<file path="src/rtl/mem_pkg.sv">
// Shared definitions for the instruction/data RAM arbiter: memop encodings,
// arbiter state type, default RAM word-address width and the legality check.
package mem_pkg;

    localparam int ADDR_W_DEFAULT = 10;

    // Load memop encodings (d_memop[2:0] when d_we = 0)
    localparam logic [2:0] MEMOP_LB  = 3'b000;
    localparam logic [2:0] MEMOP_LH  = 3'b001;
    localparam logic [2:0] MEMOP_LW  = 3'b010;
    localparam logic [2:0] MEMOP_LBU = 3'b100;
    localparam logic [2:0] MEMOP_LHU = 3'b101;

    // Store memop encodings (d_memop[1:0] when d_we = 1)
    localparam logic [1:0] STOP_SB = 2'b00;
    localparam logic [1:0] STOP_SH = 2'b01;
    localparam logic [1:0] STOP_SW = 2'b10;

    typedef enum logic [0:0] {
        ST_IDLE   = 1'b0,
        ST_RMW_WR = 1'b1
    } arb_state_e;

    // True when the data request cannot be served: unknown memop or an
    // address not aligned to the access size.
    function automatic logic memop_illegal(input logic       we,
                                           input logic [2:0] memop,
                                           input logic [1:0] off);
        logic bad;
        bad = 1'b1;
        if (we) begin
            case (memop[1:0])
                STOP_SB: bad = 1'b0;
                STOP_SH: bad = off[0];
                STOP_SW: bad = (off != 2'b00);
                default: bad = 1'b1;
            endcase
        end else begin
            case (memop)
                MEMOP_LB, MEMOP_LBU: bad = 1'b0;
                MEMOP_LH, MEMOP_LHU: bad = off[0];
                MEMOP_LW:            bad = (off != 2'b00);
                default:             bad = 1'b1;
            endcase
        end
        return bad;
    endfunction

endpackage

</file>
<file path="src/rtl/mem_lane_fmt.sv">
// Combinational lane handling: extracts and extends load data from a RAM
// word, and merges right-aligned store data into the addressed lanes.
module mem_lane_fmt
    import mem_pkg::*;
(
    input  logic [2:0]  memop,
    input  logic [1:0]  byte_off,
    input  logic [31:0] rdata,
    input  logic [31:0] wdata,
    output logic [31:0] load_data,
    output logic [31:0] merged
);

    logic [7:0]  byte_s;
    logic [15:0] half_s;

    // Pick the addressed byte and halfword lanes out of the read word
    always_comb begin
        byte_s = 8'h00;
        case (byte_off)
            2'b00:   byte_s = rdata[7:0];
            2'b01:   byte_s = rdata[15:8];
            2'b10:   byte_s = rdata[23:16];
            2'b11:   byte_s = rdata[31:24];
            default: byte_s = 8'h00;
        endcase
        if (byte_off[1]) begin
            half_s = rdata[31:16];
        end else begin
            half_s = rdata[15:0];
        end
    end

    // Sign- or zero-extend the selected lane according to the load type
    always_comb begin
        load_data = 32'h0000_0000;
        case (memop)
            MEMOP_LB:  load_data = {{24{byte_s[7]}}, byte_s};
            MEMOP_LH:  load_data = {{16{half_s[15]}}, half_s};
            MEMOP_LW:  load_data = rdata;
            MEMOP_LBU: load_data = {24'h00_0000, byte_s};
            MEMOP_LHU: load_data = {16'h0000, half_s};
            default:   load_data = 32'h0000_0000;
        endcase
    end

    // Replace only the addressed lanes of the old word with the store data
    always_comb begin
        merged = rdata;
        case (memop[1:0])
            STOP_SB: begin
                case (byte_off)
                    2'b00:   merged[7:0]   = wdata[7:0];
                    2'b01:   merged[15:8]  = wdata[7:0];
                    2'b10:   merged[23:16] = wdata[7:0];
                    2'b11:   merged[31:24] = wdata[7:0];
                    default: merged        = rdata;
                endcase
            end
            STOP_SH: begin
                if (byte_off[1]) begin
                    merged[31:16] = wdata[15:0];
                end else begin
                    merged[15:0] = wdata[15:0];
                end
            end
            STOP_SW: merged = wdata;
            default: merged = rdata;
        endcase
    end

endmodule

</file>
<file path="src/rtl/mem_arbiter.sv">
// Two-port (fetch / data) arbiter in front of a single-port word RAM.
// Grants are combinational in the request cycle; read data returns one
// cycle later. Sub-word stores are done as read-modify-write.
module mem_arbiter
    import mem_pkg::*;
#(
    parameter int ADDR_W = ADDR_W_DEFAULT
) (
    input  logic              clk,
    input  logic              rst,
    input  logic              if_req,
    input  logic [31:0]       if_addr,
    output logic              if_gnt,
    output logic              if_rvalid,
    output logic [31:0]       if_rdata,
    input  logic              d_req,
    input  logic              d_we,
    input  logic [31:0]       d_addr,
    input  logic [31:0]       d_wdata,
    input  logic [2:0]        d_memop,
    output logic              d_gnt,
    output logic              d_rvalid,
    output logic [31:0]       d_rdata,
    output logic              d_err,
    output logic              mem_en,
    output logic              mem_we,
    output logic [ADDR_W-1:0] mem_addr,
    output logic [31:0]       mem_wdata,
    input  logic [31:0]       mem_rdata
);

    arb_state_e        state_r, state_nxt_s;
    logic              last_d_r, last_d_nxt_s;      // 1: data port won the last grant
    logic              if_pend_r, if_pend_nxt_s;    // fetch read returns this cycle
    logic              d_ld_pend_r, d_ld_pend_nxt_s;// load read returns this cycle
    logic              d_st_done_r, d_st_done_nxt_s;// store completes this cycle
    logic              d_cap_s;
    logic [2:0]        d_memop_r;
    logic [1:0]        d_off_r;
    logic [31:0]       d_wdata_r;
    logic [ADDR_W-1:0] rmw_addr_r;
    logic              d_bad_s;
    logic [ADDR_W-1:0] d_word_s;
    logic [ADDR_W-1:0] if_word_s;
    logic [31:0]       load_fmt_s;
    logic [31:0]       merged_s;
    logic              unused_s;

    assign d_word_s  = d_addr[ADDR_W+1:2];
    assign if_word_s = if_addr[ADDR_W+1:2];
    assign d_bad_s   = memop_illegal(d_we, d_memop, d_addr[1:0]);
    assign unused_s  = ^{if_addr[31:ADDR_W+2], if_addr[1:0], d_addr[31:ADDR_W+2]};

    mem_lane_fmt u_lane_fmt (
        .memop     (d_memop_r),
        .byte_off  (d_off_r),
        .rdata     (mem_rdata),
        .wdata     (d_wdata_r),
        .load_data (load_fmt_s),
        .merged    (merged_s)
    );

    // State, round-robin pointer, pending responses and captured data request
    always_ff @(posedge clk) begin
        if (rst) begin
            state_r     <= ST_IDLE;
            last_d_r    <= 1'b0;
            if_pend_r   <= 1'b0;
            d_ld_pend_r <= 1'b0;
            d_st_done_r <= 1'b0;
            d_memop_r   <= 3'b000;
            d_off_r     <= 2'b00;
            d_wdata_r   <= 32'h0000_0000;
            rmw_addr_r  <= {ADDR_W{1'b0}};
        end else begin
            state_r     <= state_nxt_s;
            last_d_r    <= last_d_nxt_s;
            if_pend_r   <= if_pend_nxt_s;
            d_ld_pend_r <= d_ld_pend_nxt_s;
            d_st_done_r <= d_st_done_nxt_s;
            if (d_cap_s) begin
                d_memop_r  <= d_memop;
                d_off_r    <= d_addr[1:0];
                d_wdata_r  <= d_wdata;
                rmw_addr_r <= d_word_s;
            end else begin
                d_memop_r  <= d_memop_r;
                d_off_r    <= d_off_r;
                d_wdata_r  <= d_wdata_r;
                rmw_addr_r <= rmw_addr_r;
            end
        end
    end

    // Arbitration, RAM control, responses and next-state; all quiet in reset
    always_comb begin
        state_nxt_s     = state_r;
        last_d_nxt_s    = last_d_r;
        if_pend_nxt_s   = 1'b0;
        d_ld_pend_nxt_s = 1'b0;
        d_st_done_nxt_s = 1'b0;
        d_cap_s         = 1'b0;
        if_gnt          = 1'b0;
        if_rvalid       = 1'b0;
        if_rdata        = 32'h0000_0000;
        d_gnt           = 1'b0;
        d_rvalid        = 1'b0;
        d_rdata         = 32'h0000_0000;
        d_err           = 1'b0;
        mem_en          = 1'b0;
        mem_we          = 1'b0;
        mem_addr        = {ADDR_W{1'b0}};
        mem_wdata       = 32'h0000_0000;

        if (rst) begin
            state_nxt_s  = ST_IDLE;
            last_d_nxt_s = 1'b0;
        end else begin
            // Responses for accesses granted last cycle
            if (if_pend_r) begin
                if_rvalid = 1'b1;
                if_rdata  = mem_rdata;
            end else begin
                if_rvalid = 1'b0;
            end
            if (d_ld_pend_r) begin
                d_rvalid = 1'b1;
                d_rdata  = load_fmt_s;
            end else if (d_st_done_r) begin
                d_rvalid = 1'b1;
            end else begin
                d_rvalid = 1'b0;
            end

            case (state_r)
                ST_IDLE: begin
                    d_err = d_req & d_bad_s;
                    if (d_req && !d_bad_s && (!if_req || !last_d_r)) begin
                        d_gnt        = 1'b1;
                        d_cap_s      = 1'b1;
                        mem_en       = 1'b1;
                        mem_addr     = d_word_s;
                        last_d_nxt_s = 1'b1;
                        if (!d_we) begin
                            d_ld_pend_nxt_s = 1'b1;
                        end else if (d_memop[1:0] == STOP_SW) begin
                            mem_we          = 1'b1;
                            mem_wdata       = d_wdata;
                            d_st_done_nxt_s = 1'b1;
                        end else begin
                            state_nxt_s = ST_RMW_WR;
                        end
                    end else if (if_req) begin
                        if_gnt        = 1'b1;
                        mem_en        = 1'b1;
                        mem_addr      = if_word_s;
                        last_d_nxt_s  = 1'b0;
                        if_pend_nxt_s = 1'b1;
                    end else begin
                        mem_en = 1'b0;
                    end
                end
                ST_RMW_WR: begin
                    mem_en          = 1'b1;
                    mem_we          = 1'b1;
                    mem_addr        = rmw_addr_r;
                    mem_wdata       = merged_s;
                    d_st_done_nxt_s = 1'b1;
                    state_nxt_s     = ST_IDLE;
                end
                default: begin
                    state_nxt_s = ST_IDLE;
                end
            endcase
        end
    end

endmodule

</file>
<file path="config.mk">
export PLATFORM = sky130hd
export DESIGN_NAME = mem_arbiter
export DESIGN_NICKNAME = d
export VERILOG_FILES = /design/src/rtl/mem_pkg.sv /design/src/rtl/mem_lane_fmt.sv /design/src/rtl/mem_arbiter.sv
export SDC_FILE = /design/constraint.sdc
export NUM_CORES = 1
export LEC_CHECK = 0
export CAP_MARGIN = 40
export CORE_UTILIZATION = 45
export DETAILED_ROUTE_END_ITERATION = 16
export GPL_ROUTABILITY_DRIVEN = 0
export PLACE_DENSITY = 0.88
export SLEW_MARGIN = 20
export SYNTH_ARGS = -nofsm -noshare
export SYNTH_HDL_FRONTEND = slang
export SYNTH_HIERARCHICAL = 1
export SYNTH_SLANG_ARGS = --single-unit
</file>
<file path="constraint.sdc">
create_clock -name clk -period 3.8 [get_ports clk]
set_clock_uncertainty 0.1 [all_clocks]
set_input_delay 0.76 -clock clk [delete_from_list [all_inputs] [get_ports clk]]
set_output_delay 0.76 -clock clk [all_outputs]
set_load 0.01 [all_outputs]
</file>
* After elaboration in Yosys (flattened, before gate mapping)
Cells that the tools add are included.
** Word-level totals
- Bits in registers :: 52
- Bits of input ports :: 136
- Output and inout port bits :: 113
- Logic and storage cells :: 99
** Operators by class
- Equality and inequality tests :: 15
- Muxes and demuxes :: 55
- Bitwise logic cells :: 3
- Reduce and logical (&&, ||, !) cells :: 17
** Operators with widths (count)
- two-way mux 32 bit :: 8
- case mux 32 bit (5 select lines) :: 1
- case mux 32 bit (3 select lines) :: 1
- case mux 32 bit (2 select lines) :: 1
- two-way mux 16 bit :: 3
- two-way mux 8 bit :: 4
- case mux 8 bit (4 select lines) :: 1
- two-way mux 10 bit :: 3
- two-way mux 1 bit :: 27
- case mux 10 bit (2 select lines) :: 1
- == test 3 bit (second input constant) :: 4
- == test 2 bit (second input constant) :: 4
- == test 2 x 1 -> 1 bit (second input constant) :: 3
- == test 3 x 1 -> 1 bit (second input constant) :: 2
- == test 3 x 2 -> 1 bit (second input constant) :: 2
- zero test 2 bit :: 3
- zero test 3 bit :: 2
- case mux 1 bit (2 select lines) :: 3
- case mux 1 bit (3 select lines) :: 2
- nonzero test 2 bit :: 2
- OR reduction 2 bit :: 2
- zero test 1 bit :: 3
- OR reduction 3 bit :: 1
- logical AND 1 bit :: 2
- 4 further kinds :: 5

* Longest topological paths before layout
- Depth after elaboration :: 10
- Depth in mapped cells :: 8
- Depth with buffers taken out :: 6

* Hierarchy
Netlist, hierarchy kept.
** By module, submodules not included
- mem_arbiter :: instances 1, cells an instance 435, area each 3400.8 µm², sequential area each 1041.0 µm²
- mem_lane_fmt :: instances 1, cells an instance 259, area each 1641.6 µm², sequential area each 0.0 µm²

* Least setup slack after synthesis
Ideal clock, no wire load.
- Kind :: in2out
- Start :: in mem_rdata[23]
- End :: out d_rdata[17]
- Data arrival time :: 1982 ps
- Required time :: 2940 ps
- Path slack :: 958 ps
- Stages on the path :: 6
- Path buffers :: 1
- Path through :: a21oi_1 -> or4_4 -> a31oi_4 -> buf_6 -> a21o_1 -> and2_1
** On the way
- Longest elaborated chain between the ends :: 4
** Ends and longest elaborated chain
- from (decl) :: RTL line mem_arbiter.sv:29 : input logic [31:0] mem_rdata
- case mux 8 bit (4 select lines) :: RTL line mem_lane_fmt.sv:20 : case (byte_off)
- case mux 32 bit (5 select lines) :: RTL line mem_lane_fmt.sv:37 : case (memop)
- net load_fmt_s[17] :: RTL line mem_arbiter.sv:45 : logic [31:0] load_fmt_s;
- two-way mux 32 bit :: RTL line mem_arbiter.sv:126 : if (d_ld_pend_r) begin
- two-way mux 32 bit :: RTL line mem_arbiter.sv:115 : if (rst) begin
- to (decl) :: RTL line mem_arbiter.sv:23 : output logic [31:0] d_rdata,
The timed path passes the listed nets, and every way through them passes these cells.

* Worst setup path after layout
- Start :: in d_memop[2]
- End :: out mem_addr[2]
** On the way
- Longest elaborated chain between the ends :: 10
- Elaborated cells on any way between the ends :: 15
- Those cells by class :: eq/ne: 4; mux: 5; reduce/logical: 6
** Ends and longest elaborated chain
- from (decl) :: RTL line mem_arbiter.sv:20 : input logic [2:0] d_memop,
- == test 3 x 1 -> 1 bit, or another cell as far along :: RTL line mem_pkg.sv:39 : case (memop)
- OR reduction 2 bit :: RTL line mem_pkg.sv:39
- case mux 1 bit (3 select lines) (*) :: RTL line mem_pkg.sv:39
- two-way mux 1 bit (*) :: RTL line mem_pkg.sv:31 : if (we) begin
- zero test 1 bit (*) :: RTL line mem_arbiter.sv:138 : if (d_req && !d_bad_s && (!if_req || !last_d_r)) begin
- logical AND 1 bit (*) (2 in series) :: RTL line mem_arbiter.sv:138
- two-way mux 10 bit (*) :: RTL line mem_arbiter.sv:138
- case mux 10 bit (2 select lines) (*) :: RTL line mem_arbiter.sv:135 : case (state_r)
- two-way mux 10 bit (*) :: RTL line mem_arbiter.sv:115
- to (decl) :: RTL line mem_arbiter.sv:27 : output logic [ADDR_W-1:0] mem_addr,
Mark *: on every way between the ends. The rest lies on a longest branch, timed or not.

==> results.yml <==
setup_path:
  start_kind: "input pin"
  crit_required_ns: 2.94
  crit_chain: "clkdlybuf4s50_1 -> nor2b_4 -> o31a_1 -> buf_4 -> o211ai_1 -> a21oi_1 -> clkdlybuf4s50_1"
  crit_type: "input pin to output pin"
  worst-path-max-fanout: 12
  cp.arrival_ns: 2.85
  cpMaxStageDelayCell: "clkdlybuf4s50_1"
  path_buf_inv: 3
  critical-path-max-stage-delay_ns: 0.55
  crit_path_frequent_cell: "clkdlybuf4s50_1"
  path_delay_family: "buffers and inverters"
  cp-end-kind: "output pin"
die:
  row_count: 38
  io_pins: 249
  die_w_microns: 107.9
  initial_core_util_pct: 46.31
  design.core.area_sq_mm: 0.01089
  die-area_sq_mm: 0.01163
  die_y_microns: 107.9
cts:
  clk_pin_slew_ns: 0.11
  clkSinkCount: 52
  cts_made_buffers: 5
  clk_latency_ns: 0.31
  clockRootBuffer: "clkbuf_8"
  cts_max_level: 2
  clockBufferDepth: 2
  cts.hold.buffers_added: 0
  cts_tree: "done"
sta:
  period_needed_ns: 3.713
  drv_slew: 0
  fin_setup_tns_ns: 0
  fmax_mhz: 269.3
  hold_violations: 0
  tightestPinTransition_ns: 0.5436
  slew_headroom_pct: 63.71
  rsz0062_at_grt: "no"
  fin_crit_sh_pct: 97.71
  finalSetupViolCount: 0
yosys:
  yosysUniqueCellTypes: 52
  synth_fp_nets: 830
  synth_area_sq_mm: 0.005042
  synth_edf_count: 0
  synth_flop_cell: "dfxtp_1"
  synth_top_area_share_pct: 20.65
  async_flop_share_pct: 0
  yosysWarnings: 6
  ys_seq_elements: 52
  seq_area_frac_synth_pct: 20.65
  synthTopCellsByArea: "dfxtp_1 (21%), mux2i_1 (9.7%), and2_1 (7.9%)"
  synth.cells.most_frequent: "o21ai_0 (68), inv_1 (66), and2_1 (64)"
  syn_avg_cell_area_sq_um: 7.266
  syn_inst: 694
  synth.most_common_cell: "o21ai_0"
  yosys.area.top_type: "dfxtp_1"
power:
  pwr-share-seq_pct: 39.1
  clkPwrFrac_pct: 23.3
  internal_power_mw: 1.003
  p_comb_share_pct: 37.7
  vdd_drop_max_mv: 0.2095
  swShare_pct: 34.84
  powerDensity_mw_per_mm2: 207.6
  power.switching_mw: 0.5363
  power_leakage_nw: 3.038
drt:
  drt-total-wl_mm: 18.44
  drt_iter0_markers: 625
  dr.pass1.iters: 5
  vias: 6118
  drtAntennaViolNets: 0
  avgViaCountPerCell: 5.969
  drc_errors: 0
  post_drt_wl_per_cell_microns: 17.99
placed_design:
  post_dp_cell_area_sq_mm: 0.007308
  hpwl_mm: 13.78
  port_buffers: 206
final_layout:
  seqCellArea_sq_mm: 0.001046
  drive_above_1_share_pct: 9.615
  fin_util_pct: 68.11
  fin_area_sq_mm: 0.007416
  multi_input_area_sq_mm: 0.003412
  fillerInstances: 930
  nets: 1019
  area_delta_synth_final_pct: 47.07
global_routing:
  grt_max_degree: 69
  grt_overflow: 0
  grt_pass1_vias: 5513
  grtUsageTotal_pct: 31.04
  grt_first_pass_wirelength_mm: 28.34
  antenna_found_initial: 0
status:
  status: "finished, final reports clean"
job:
  maxCapViolCount: 0
worst_hold_path:
  hold_path.class: "flip-flop to flip-flop"
## final timing paths
check,slack (ns),cells past startpoint,end,startpoint
hold reg to reg,0.38,2,rmw_addr_r[4],rmw_addr_r[4]
setup / recovery,0.09,7,mem_addr[2],d_memop[2]
setup reg to reg,1.92,6,d_memop_r[0],last_d_r
hold / removal,0.38,2,rmw_addr_r[4],rmw_addr_r[4]
## kinds of logic (layout without fill, tap and decap cells)
group | Yosys count | count (layout) | share of synthesized area (%)
buffers and inverters | 138 | 328 | 11.91
other | 0 | 1 | 0
multiplexers | 65 | 65 | 13.30
AO/OA/AOI/OAI | 242 | 242 | 34.07
AND/OR/NAND/NOR | 197 | 197 | 20.07
flip-flops | 52 | 52 | 20.65
## power by group through the flow
stage          logic, mW  clock network, mW  registers [mW]
2_1_floorplan      0.305                  0           0.597
3_3_place_gp       0.554                  0           0.611
3_5_place_dp       0.563                  0           0.613
4_1_cts            0.570              0.357           0.600
5_1_grt            0.625              0.384           0.605
6_report           0.580              0.358           0.602
## repair_timing
action                     4_1_cts  5_1_grt
pin swaps                        1        0
gates resized for setup         26        6
setup endpoints to repair       27       21
buffers inserted                 3        0
## final cells by class
class                   count  area share [%]
multi-input cells         504           46.01
repair buffers            254           32.87
flip-flops and latches     52           14.10
inverters                  66           3.341
well taps                 140           2.362
clock buffers               5          0.9280
clock inverters             3          0.3543
diodes                      1         0.03374
## sequential cells by signal, indices dropped and copies added (netlist names), 2 cells and up
signal      flops
d_memop_r       3
d_off_r         2
d_wdata_r      32
rmw_addr_r     10
## worst register-to-register path: cells and delay by family (launching register included)
family | cells | cell delay, ns
AO/OA/AOI/OAI | 2 | 0.54
flip-flops | 1 | 0.33
AND/OR/NAND/NOR | 2 | 0.30
buffers and inverters | 2 | 0.50
## per-layer routing
metal,track usage [%],share of wire [%],vias up
met5,0,0,-
met4,12.92,3.1,0
met3,5.630,9.6,48
met2,48.86,47,348
met1,41.40,40,2830
li1,-,-,2892
## placed cells by master, fill, tap and decap left out, types with 9 or more instances in the layout
master and count:
and2_1 64, a21oi_1 25, a21o_1 16, a31oi_1 10, o21ai_1 10, dlygate4sd2_1 22
o311ai_0 41, inv_1 66, a221o_1 14, o211ai_1 10, buf_4 45, mux2i_1 49
clkdlybuf4s50_1 180, nand2_1 37, mux2_2 16, nor2_1 52, dfxtp_1 50, o221ai_1 9
o21ai_0 68, nand3_1 17
## metrics by stage
stage                     instances  power (mW)  worst slack, ns  hold slack [ns]
after floorplan                 694      0.9020           0.9583           0.3468
after global placement         1013       1.165         -0.04009           0.3655
after detailed placement       1013       1.175         -0.09516           0.3727
after CTS                      1024       1.527          0.05897           0.3887
after global routing           1024       1.613         0.005017           0.4126
final                          1025       1.540          0.08715           0.3831
Note: power is estimated with default switching activity, not from simulation.
